[config.mk]
export PLATFORM = sky130hd
export DESIGN_NAME = as6s_vp_buffer_wr_credit_feeder
export DESIGN_NICKNAME = d
export VERILOG_FILES = /design/src/rtl/as6s_vp_buffer_wr_credit_feeder_pkg.sv /design/src/rtl/as6s_sync_pipe_clr.sv /design/src/rtl/as6s_vp_buffer_wr_credit_feeder.sv
export SDC_FILE = /design/constraint.sdc
export NUM_CORES = 1
export LEC_CHECK = 0
export CAP_MARGIN = 10
export CELL_PAD_IN_SITES_DETAIL_PLACEMENT = 1
export CELL_PAD_IN_SITES_GLOBAL_PLACEMENT = 1
export CORE_UTILIZATION = 35
export CTS_CLUSTER_DIAMETER = 50
export CTS_CLUSTER_SIZE = 24
export DETAILED_ROUTE_END_ITERATION = 10
export GPL_ROUTABILITY_DRIVEN = 0
export PLACE_DENSITY = 0.75
export SYNTH_ARGS = -nofsm -noshare
export SYNTH_HDL_FRONTEND = slang
export SYNTH_SLANG_ARGS = --single-unit
[constraint.sdc]
create_clock -name clk -period 2.36 [get_ports clk]
set_input_delay 0.708 -clock clk [delete_from_list [all_inputs] [get_ports clk]]
set_output_delay 0.708 -clock clk [all_outputs]
set_load 0.005 [all_outputs]
[src/rtl/as6s_vp_buffer_wr_credit_feeder_pkg.sv]
// ============================================================================
// as6s_vp_buffer_wr_credit_feeder_pkg : shared defaults and credit helpers
// Rev 1.0
// ============================================================================
`default_nettype none

package as6s_vp_buffer_wr_credit_feeder_pkg;

  localparam int VPB_DATA_WIDTH = 128;
  localparam int VPB_ADDR_WIDTH = 4;
  localparam int CRD_W          = VPB_ADDR_WIDTH + 1;

  typedef enum logic [1:0] {
    CRD_HOLD = 2'd0,
    CRD_TAKE = 2'd1,
    CRD_GIVE = 2'd2
  } crd_op_e;

  // An issue and a return in the same cycle cancel out.
  function automatic crd_op_e crd_op(input logic issue, input logic ret);
    crd_op_e op;
    op = CRD_HOLD;
    if (issue && !ret) op = CRD_TAKE;
    if (ret && !issue) op = CRD_GIVE;
    return op;
  endfunction

endpackage

`default_nettype wire

[src/rtl/as6s_sync_pipe_clr.sv]
// ============================================================================
// as6s_sync_pipe_clr : DELAY_CYCLES x BUS_WIDTH register pipeline, sync clear
// Rev 1.0
// ============================================================================
`default_nettype none

module as6s_sync_pipe_clr #(
  parameter int BUS_WIDTH    = 1,
  parameter int DELAY_CYCLES = 1
) (
  input  logic                 clk,
  input  logic                 rst,
  input  logic                 clr_i,
  input  logic [BUS_WIDTH-1:0] d_i,
  output logic [BUS_WIDTH-1:0] q_o
);

  logic [BUS_WIDTH-1:0] stage_q [DELAY_CYCLES];

  always_ff @(posedge clk) begin
    if (rst || clr_i) begin
      for (int i = 0; i < DELAY_CYCLES; i++) stage_q[i] <= '0;
    end else begin
      stage_q[0] <= d_i;
      for (int i = 1; i < DELAY_CYCLES; i++) stage_q[i] <= stage_q[i-1];
    end
  end

  assign q_o = stage_q[DELAY_CYCLES-1];

endmodule

`default_nettype wire

[src/rtl/as6s_vp_buffer_wr_credit_feeder.sv]
// ============================================================================
// as6s_vp_buffer_wr_credit_feeder : credit-based, pipelined write feeder for
// the vp_buffer FIFO (2-entry skid buffer + credit counter + wr pipeline)
// Rev 1.0
// ============================================================================
`default_nettype none

module as6s_vp_buffer_wr_credit_feeder
  import as6s_vp_buffer_wr_credit_feeder_pkg::*;
#(
  parameter int DATA_WIDTH    = VPB_DATA_WIDTH,
  parameter int ADDR_WIDTH    = VPB_ADDR_WIDTH,
  parameter int FIFO_DEEP     = 1 << ADDR_WIDTH,
  parameter int WR_PIPE_STAGE = 2
) (
  input  logic                  clk,
  input  logic                  rst,
  input  logic                  domain_clear,
  input  logic [DATA_WIDTH-1:0] in_data,
  input  logic                  in_valid,
  output logic                  in_ready,
  output logic [DATA_WIDTH-1:0] wr_data,
  output logic                  wr_en,
  input  logic                  full,
  input  logic                  crd_ret,
  output logic [ADDR_WIDTH:0]   crd_avail,
  output logic                  ovf_int,
  output logic                  crd_err_int
);

  localparam int CNT_W = ADDR_WIDTH + 1;
  localparam logic [CNT_W-1:0] CRD_MAX = CNT_W'(FIFO_DEEP);

  logic                  clr;
  logic                  accept;
  logic                  issue;

  logic                  head_valid_q, head_valid_d;
  logic [DATA_WIDTH-1:0] head_data_q,  head_data_d;
  logic                  skid_valid_q, skid_valid_d;
  logic [DATA_WIDTH-1:0] skid_data_q,  skid_data_d;
  logic                  in_ready_q;
  logic [CNT_W-1:0]      crd_cnt_q,    crd_cnt_d;
  logic                  crd_err_q,    crd_err_d;
  logic                  ovf_q;
  logic [DATA_WIDTH:0]   pipe_out;

  assign clr    = rst | domain_clear;
  assign accept = in_valid & in_ready_q;
  assign issue  = head_valid_q & (crd_cnt_q != '0);

  always_comb begin
    head_valid_d = head_valid_q;
    head_data_d  = head_data_q;
    skid_valid_d = skid_valid_q;
    skid_data_d  = skid_data_q;
    // Head frees up this cycle: skid has priority to keep FIFO order.
    if (!head_valid_q || issue) begin
      if (skid_valid_q) begin
        head_valid_d = 1'b1;
        head_data_d  = skid_data_q;
        skid_valid_d = 1'b0;
      end else begin
        head_valid_d = accept;
        if (accept) head_data_d = in_data;
      end
    end else if (accept) begin
      skid_valid_d = 1'b1;
      skid_data_d  = in_data;
    end
  end

  always_comb begin
    crd_cnt_d = crd_cnt_q;
    crd_err_d = 1'b0;
    case (crd_op(issue, crd_ret))
      CRD_TAKE: crd_cnt_d = crd_cnt_q - 1'b1;
      CRD_GIVE: begin
        if (crd_cnt_q == CRD_MAX) crd_err_d = 1'b1;
        else                      crd_cnt_d = crd_cnt_q + 1'b1;
      end
      default:  crd_cnt_d = crd_cnt_q;
    endcase
  end

  always_ff @(posedge clk) begin
    if (clr) begin
      head_valid_q <= 1'b0;
      head_data_q  <= '0;
      skid_valid_q <= 1'b0;
      skid_data_q  <= '0;
      in_ready_q   <= 1'b1;
      crd_cnt_q    <= CRD_MAX;
      crd_err_q    <= 1'b0;
      ovf_q        <= 1'b0;
    end else begin
      head_valid_q <= head_valid_d;
      head_data_q  <= head_data_d;
      skid_valid_q <= skid_valid_d;
      skid_data_q  <= skid_data_d;
      in_ready_q   <= ~skid_valid_d;
      crd_cnt_q    <= crd_cnt_d;
      crd_err_q    <= crd_err_d;
      ovf_q        <= wr_en & full;
    end
  end

  as6s_sync_pipe_clr #(
    .BUS_WIDTH    (DATA_WIDTH + 1),
    .DELAY_CYCLES (WR_PIPE_STAGE)
  ) u_wr_pipe (
    .clk   (clk),
    .rst   (rst),
    .clr_i (domain_clear),
    .d_i   ({issue, head_data_q}),
    .q_o   (pipe_out)
  );

  assign wr_en       = pipe_out[DATA_WIDTH];
  assign wr_data     = pipe_out[DATA_WIDTH-1:0];
  assign in_ready    = in_ready_q;
  assign crd_avail   = crd_cnt_q;
  assign ovf_int     = ovf_q;
  assign crd_err_int = crd_err_q;

endmodule

`default_nettype wire

# --- Yosys cells after proc, flatten, opt, wreduce, memory -nomap -nowiden ---
# Memory sizes are Yosys's and may differ from the RTL's.
# Index checks and enable logic that the tools add are counted.
classes:
  n_eq_ne: 4
  n_reduce_logical: 14
  n_bitwise: 9
  addsub: 2
  muxes: 15
ops:
  columns: ["cell", "n"]
  rows:
  - ["$mux 129", 2]
  - ["$mux 128", 2]
  - ["$pmux 5 s2", 1]
  - ["$mux 1", 8]
  - ["$reduce_and 2->1", 3]
  - ["$add 5x1->5 const B", 1]
  - ["$eq 5x5->1 const B", 1]
  - ["$mux 5", 1]
  - ["$reduce_bool 5->1", 1]
  - ["$sub 5x1->5 const B", 1]
  - ["$reduce_bool 2->1", 2]
  - ["$and 1x1->1", 3]
  - ["$logic_not 1->1", 3]
  - ["$not 1->1", 3]
  - ["$or 1x1->1", 3]
  - ["$eq 2x1->1 const B", 1]
  - ["$eq 2x2->1 const B", 1]
  - ["$logic_and 1x1->1", 2]
  - ["$logic_or 1x1->1", 2]
  - ["$mux 2", 1]
  - ["$ne 2x2->1 const B", 1]
  - ["$reduce_or 2->1", 1]
totals:
  output_inout_bits: 137
  word_cells: 53
  n_memories: 1
  register_bits: 266
  in_bits: 134
  ramBits: 258
memory_table:
  columns: ["memory", "depth", "width", "read_ports", "rd_ports_with_merged_regs", "write_ports", "line", "rtl"]
  rows:
  - ["u_wr_pipe.stage_q", 2, 129, 2, 0, 2, "as6s_sync_pipe_clr.sv:18", "logic [BUS_WIDTH-1:0] stage_q [DELAY_CYCLES];"]

# --- Depth between registers and ports, before layout ---
logic_depth:
  ltp_word: 8
  mapped_depth: 9
  ltp_nobuf: 9

# --- Modules after synthesis ---
# From an unflattened synthesis, not the netlist that was laid out.
hier_totals:
  cells_unflattened: 1898
  hier_area_um2: 19502.5
by_module_without_submodules:
  columns: ["mod", "instances", "area_per_inst_um2", "seq_area_each_um2", "cells_each"]
  rows:
  - ["as6s_vp_buffer_wr_credit_feeder", 1, 10496.3, 5325.1, 1195]
  - ["as6s_sync_pipe_clr", 1, 9006.1, 5165.0, 703]

# --- Least setup slack after synthesis ---
# OpenSTA, ideal clock, no wires.
synth_path:
  kind: "reg2reg"
  start: "register crd_cnt_q[0] (netlist: crd_avail[0])"
  end: "register crd_cnt_q[4] (netlist: crd_avail[4])"
  setup_ps: 120
  path_stages_with_launch: 9
  t_required_ps: 2240
  period_less_slack_ps: 2361
  arrival_time_ps: 2242
  path_buffers: 0
  setup_slack_ps: -1
  cell_sequence: "dfxtp_1 or4_1 o21ai_0 nand2_1 ha_1 nor2_1 a21oi_1 o311a_1 a211o_1"
synth_between:
  elab_chain_cells: 8
  word_cells_on_any_way: 17
  cone_classes: "2 x add/sub; 4 x eq/ne; 4 x mux; 1 x bitwise; 6 x reduce/logical"
synth_lines:
  columns: ["element", "line", "rtl"]
  rows:
  - ["start, declared", "as6s_vp_buffer_wr_credit_feeder.sv:43", "logic [CNT_W-1:0] crd_cnt_q, crd_cnt_d;"]
  - ["start signal, assigned", "as6s_vp_buffer_wr_credit_feeder.sv:102", "crd_cnt_q <= crd_cnt_d;"]
  - ["$reduce_bool 5->1", "as6s_vp_buffer_wr_credit_feeder.sv:50", "assign issue = head_valid_q & (crd_cnt_q != '0);"]
  - ["$and 1x1->1", "as6s_vp_buffer_wr_credit_feeder.sv:50", null]
  - ["$logic_and 1x1->1 or $logic_not 1->1 (tied branches)", "as6s_vp_buffer_wr_credit_feeder_pkg.sv:23, as6s_vp_buffer_wr_credit_feeder_pkg.sv:24", null]
  - ["$mux 1 or $logic_and 1x1->1 (tied branches)", "as6s_vp_buffer_wr_credit_feeder_pkg.sv:23, as6s_vp_buffer_wr_credit_feeder_pkg.sv:24", null]
  - ["$mux 2", "as6s_vp_buffer_wr_credit_feeder_pkg.sv:24", "if (ret && !issue) op = CRD_GIVE;"]
  - ["$eq 2x2->1 or $eq 2x1->1 (tied branches)", "as6s_vp_buffer_wr_credit_feeder.sv:76", "case (crd_op(issue, crd_ret))"]
  - ["$ne 2x2->1 (no source line) or $reduce_bool 2->1 (tied branches)", null, null]
  - ["$reduce_and 2->1 (no source line)", null, null]
# Several ways; a longest one is shown, not always the timed one. The select of a mux whose other input is x is not followed.
# A chain may end at the register's enable or synchronous reset.

# --- Worst setup path after layout ---
layout_path:
  start: "register crd_cnt_q[3] (netlist: crd_avail[3])"
  end: "register crd_cnt_q[4] (netlist: crd_avail[4])"
# Same word-level chain as after synthesis.

==> out/results.txt <==
DR DRC count = 0
Mapped Area = 18600 µm²
TritonCTS clock tree = built
DIE AREA = 54100 µm²
Num CTS Buffers = 50
largest cells by area after synthesis = dfxtp_1 56%, and2_1 8.7%, mux2i_1 6.9%
Core Footprint = 52600 µm²
Initial Utilization = 35.4%
clock transition at the registers of the reported paths = 0.07 ns
Synth Area in XOR/XNOR = 0.0470%
Max FO, Critical Path = 5
Mapped Nets = 2002
status = finished with violations
Async SR Flop Fraction = 0%
Avg Inst Size Synth = 9.99 µm²
final net count = 2144
mux share of post-synthesis cell area = 7.00%
WP data required = 2.83 ns
Die Wd = 233 µm
Placed Area = 21500 µm²
vias in the first global route = 13500
Hold Path Class = reg2reg
clk_lat worst skew = 0.59 ns
Setup CP Type = reg2reg
final hold viol count = 0
Synth Area in Adders = 0.376%
max frequency = 423 MHz
# fillers = 5802
largest net degree at the start of global routing = 67
final setup TNS = -0.00562 ns
H-tree levels = 2
Netlist cell types = 36
CTS Sinks = 524
Yosys top cell by area = dfxtp_1
relative slew slack = 62.9%
leakage = 9.39 nW
io pins = 271
VDD IR max = 0.504 mV
#FFs+latches synth = 524
crit path DAT = 2.83 ns
Final Max Slew Viols = 0
Synth top area share = 56.3%
CP endpoint kind = flip-flop
violated checks = negative setup slack
Layout area overhead = 25.9%
vias per std cell = 4.68
Simple-Gate Fraction of Synth Area = 18.1%
Post-Route WL = 44800 µm
final setup margin = -0.00562 ns
initial antenna violation count = 2
Most common cell on crit path = a211o_1
Global Route Usage Sum = 16.3%
clock skew = 0.0195 ns
final antenna-violating net count = 0
total gr overflow = 0
Post-DP HPWL = 30200 µm
Port-buffer cells = 270
max_cap viols = 0
sequential share of the synthesized area = 56.3%
cell area power density = 793 nW/µm²
DR iter-0 viols = 469
FF-to-FF setup slack = -0.006 ns
die height = 233 µm
clk buf depth = 3
CP Launch Type = flip-flop
post-route clock period utilization = 100%
number of synthesized flops with an enable pin = 0
dominant synthesized flop cell = dfxtp_1
RSZ-0062 raised after global routing = yes
Tightest Pin Transition = 0.557 ns
num rows = 84
crit path cell chain = or4_4 -> o21ai_4 -> nand2_4 -> ha_4 -> nand2b_4 -> a211o_1 -> o311a_1 -> a211o_1
Buf/Inv on CP = 0
global-route wire length before repair = 70700 µm
fraction of layout cells with a size suffix above 1 = 9.34%
router iterations before antenna repair = 4
Period minus WS final = 2.37 ns
fin area = 23400 µm²
drt wl/cell = 16.4 µm
critical path's largest stage delay = 0.56 ns
warnings from Yosys = 0
Final setup viols = 1
largest family of logic cells by synthesized area = simple AND/OR/NAND/NOR gates
Synth Area in Compound Gates = 9.26%
Post-Synthesis Cells = 1863
vias = 12800
crit-path leading delay family = compound AO/OA/AOI/OAI gates
CTS Root Cell = clkbuf_16
slowest CP cell = or4_4
through the flow:
stage	power [W]	cells	util (%)	setup WS [ns]	hold WS (ns)
after floorplan	0.00958	1863	-	0.0532	0.406
after global placement	0.0101	2639	40.9	-0.309	0.409
after detailed placement	0.0101	2639	40.9	-0.348	0.414
after CTS	0.0189	2734	44.6	0.0247	0.422
after global routing	0.0193	2736	44.6	-0.0682	0.435
final	0.0186	2736	44.6	-0.00562	0.418
layout by cell type (no fill, tap or decap), drive strengths merged, types with 2 or more instances in the layout:
| cell type | instances |
|---|---|
| a211o | 3 |
| a21o | 128 |
| a21oi | 132 |
| a31o | 2 |
| and2 | 260 |
| buf | 77 |
| bufinv | 4 |
| clkbuf | 56 |
| clkdlybuf4s50 | 269 |
| clkinv | 9 |
| clkinvlp | 2 |
| dfxtp | 524 |
| diode | 2 |
| ha | 4 |
| inv | 28 |
| mux2i | 129 |
| nand2 | 260 |
| nand2b | 3 |
| nand3 | 2 |
| nand4 | 3 |
| nor2 | 4 |
| nor3 | 128 |
| nor4 | 2 |
| o21ai | 2 |
| o31ai | 2 |
cell type report:
cell class,count,area (µm²),area share [%]
clock buffer,56,1330,5.65
multi-input combinational,1076,6580,28.1
clock inverter,37,495,2.11
inverter,6,22.5,0.0961
timing repair buffer,347,3660,15.6
sequential,524,10500,44.8
tap,688,861,3.67
antenna,2,5.00,0.0214
kinds of logic (layout without fill, tap and decap cells):
kind of cell,Yosys count,in the layout
flops,524,524
xor+xnor,1,1
simple gates,667,667
fa+ha+maj,5,5
mux,130,130
compound gates,273,273
buf+inv,263,446
other cells,0,2
routing by layer:
metal | GRT usage, % | part of all wire [%] | up-vias
met5 | 0 | 0 | -
met4 | 7.05 | 4.0 | 0
met3 | 3.19 | 3.7 | 106
met2 | 29.5 | 51 | 222
met1 | 18.6 | 41 | 6196
li1 | - | - | 6292
registers in the layout (all words and copies together), names as in the netlist:
name,cells
crd_avail,5
crd_err_int,1
head_data_q,128
head_valid_q,1
in_ready,1
ovf_int,1
skid_data_q,128
skid_valid_q,1
u_wr_pipe.stage_q,258
timing repair:
action	in CTS	in global routing
hold buffers	0	0
gates resized for setup	17	3
endpoints found under the setup margin	1	4
pin swaps	5	5
cloned	0	0
buffers inserted	3	0
hold endpoints to repair	0	0
worst register-to-register path: cells and delay by family, from the launching register on:
kind / cells / cell delay (ns)
flip-flops: 1 / 0.33
AND/OR/NAND/NOR: 3 / 0.74
adder cells (fa/ha/maj): 1 / 0.30
AO/OA/AOI/OAI: 4 / 0.89
power by group:
| group | switching (W) | internal [W] | leakage [nW] | total [W] |
|---|---|---|---|---|
| Sequential | 0.0000264 | 0.00895 | 4.24 | 0.00897 |
| Clock | 0.00392 | 0.00475 | 0.882 | 0.00867 |
| Combinational | 0.000458 | 0.000486 | 4.28 | 0.000943 |
cells in the mapped netlist, types with 2 or more instances:
| master | instances |
|---|---|
| o31ai_1 | 2 |
| nand3_1 | 2 |
| buf_4 | 142 |
| nor3_1 | 128 |
| buf_6 | 13 |
| mux2i_1 | 129 |
| o21ai_0 | 2 |
| nor2_1 | 4 |
| nand2_1 | 260 |
| a211o_1 | 3 |
| buf_1 | 2 |
| a21o_1 | 128 |
| nand4_1 | 3 |
| nand2b_1 | 3 |
| clkbuf_1 | 72 |
| inv_1 | 6 |
| buf_2 | 28 |
| dfxtp_1 | 524 |
| ha_1 | 4 |
| a31o_2 | 2 |
| a21oi_1 | 132 |
| and2_1 | 260 |
final timing paths:
kind	depth (start not counted)	startpoint	end
worst max-delay path	8	crd_avail[3]$_SDFFE_PP0P_	crd_avail[4]$_SDFFE_PP1P_
worst min-delay path	1	u_wr_pipe.stage_q[0][1]$_SDFF_PP0_	u_wr_pipe.stage_q[0][130]$_SDFF_PP0_
worst max register to register	8	crd_avail[3]$_SDFFE_PP0P_	crd_avail[4]$_SDFFE_PP1P_
worst min register to register	1	u_wr_pipe.stage_q[0][1]$_SDFF_PP0_	u_wr_pipe.stage_q[0][130]$_SDFF_PP0_
Power figures use the tool's default switching activity.
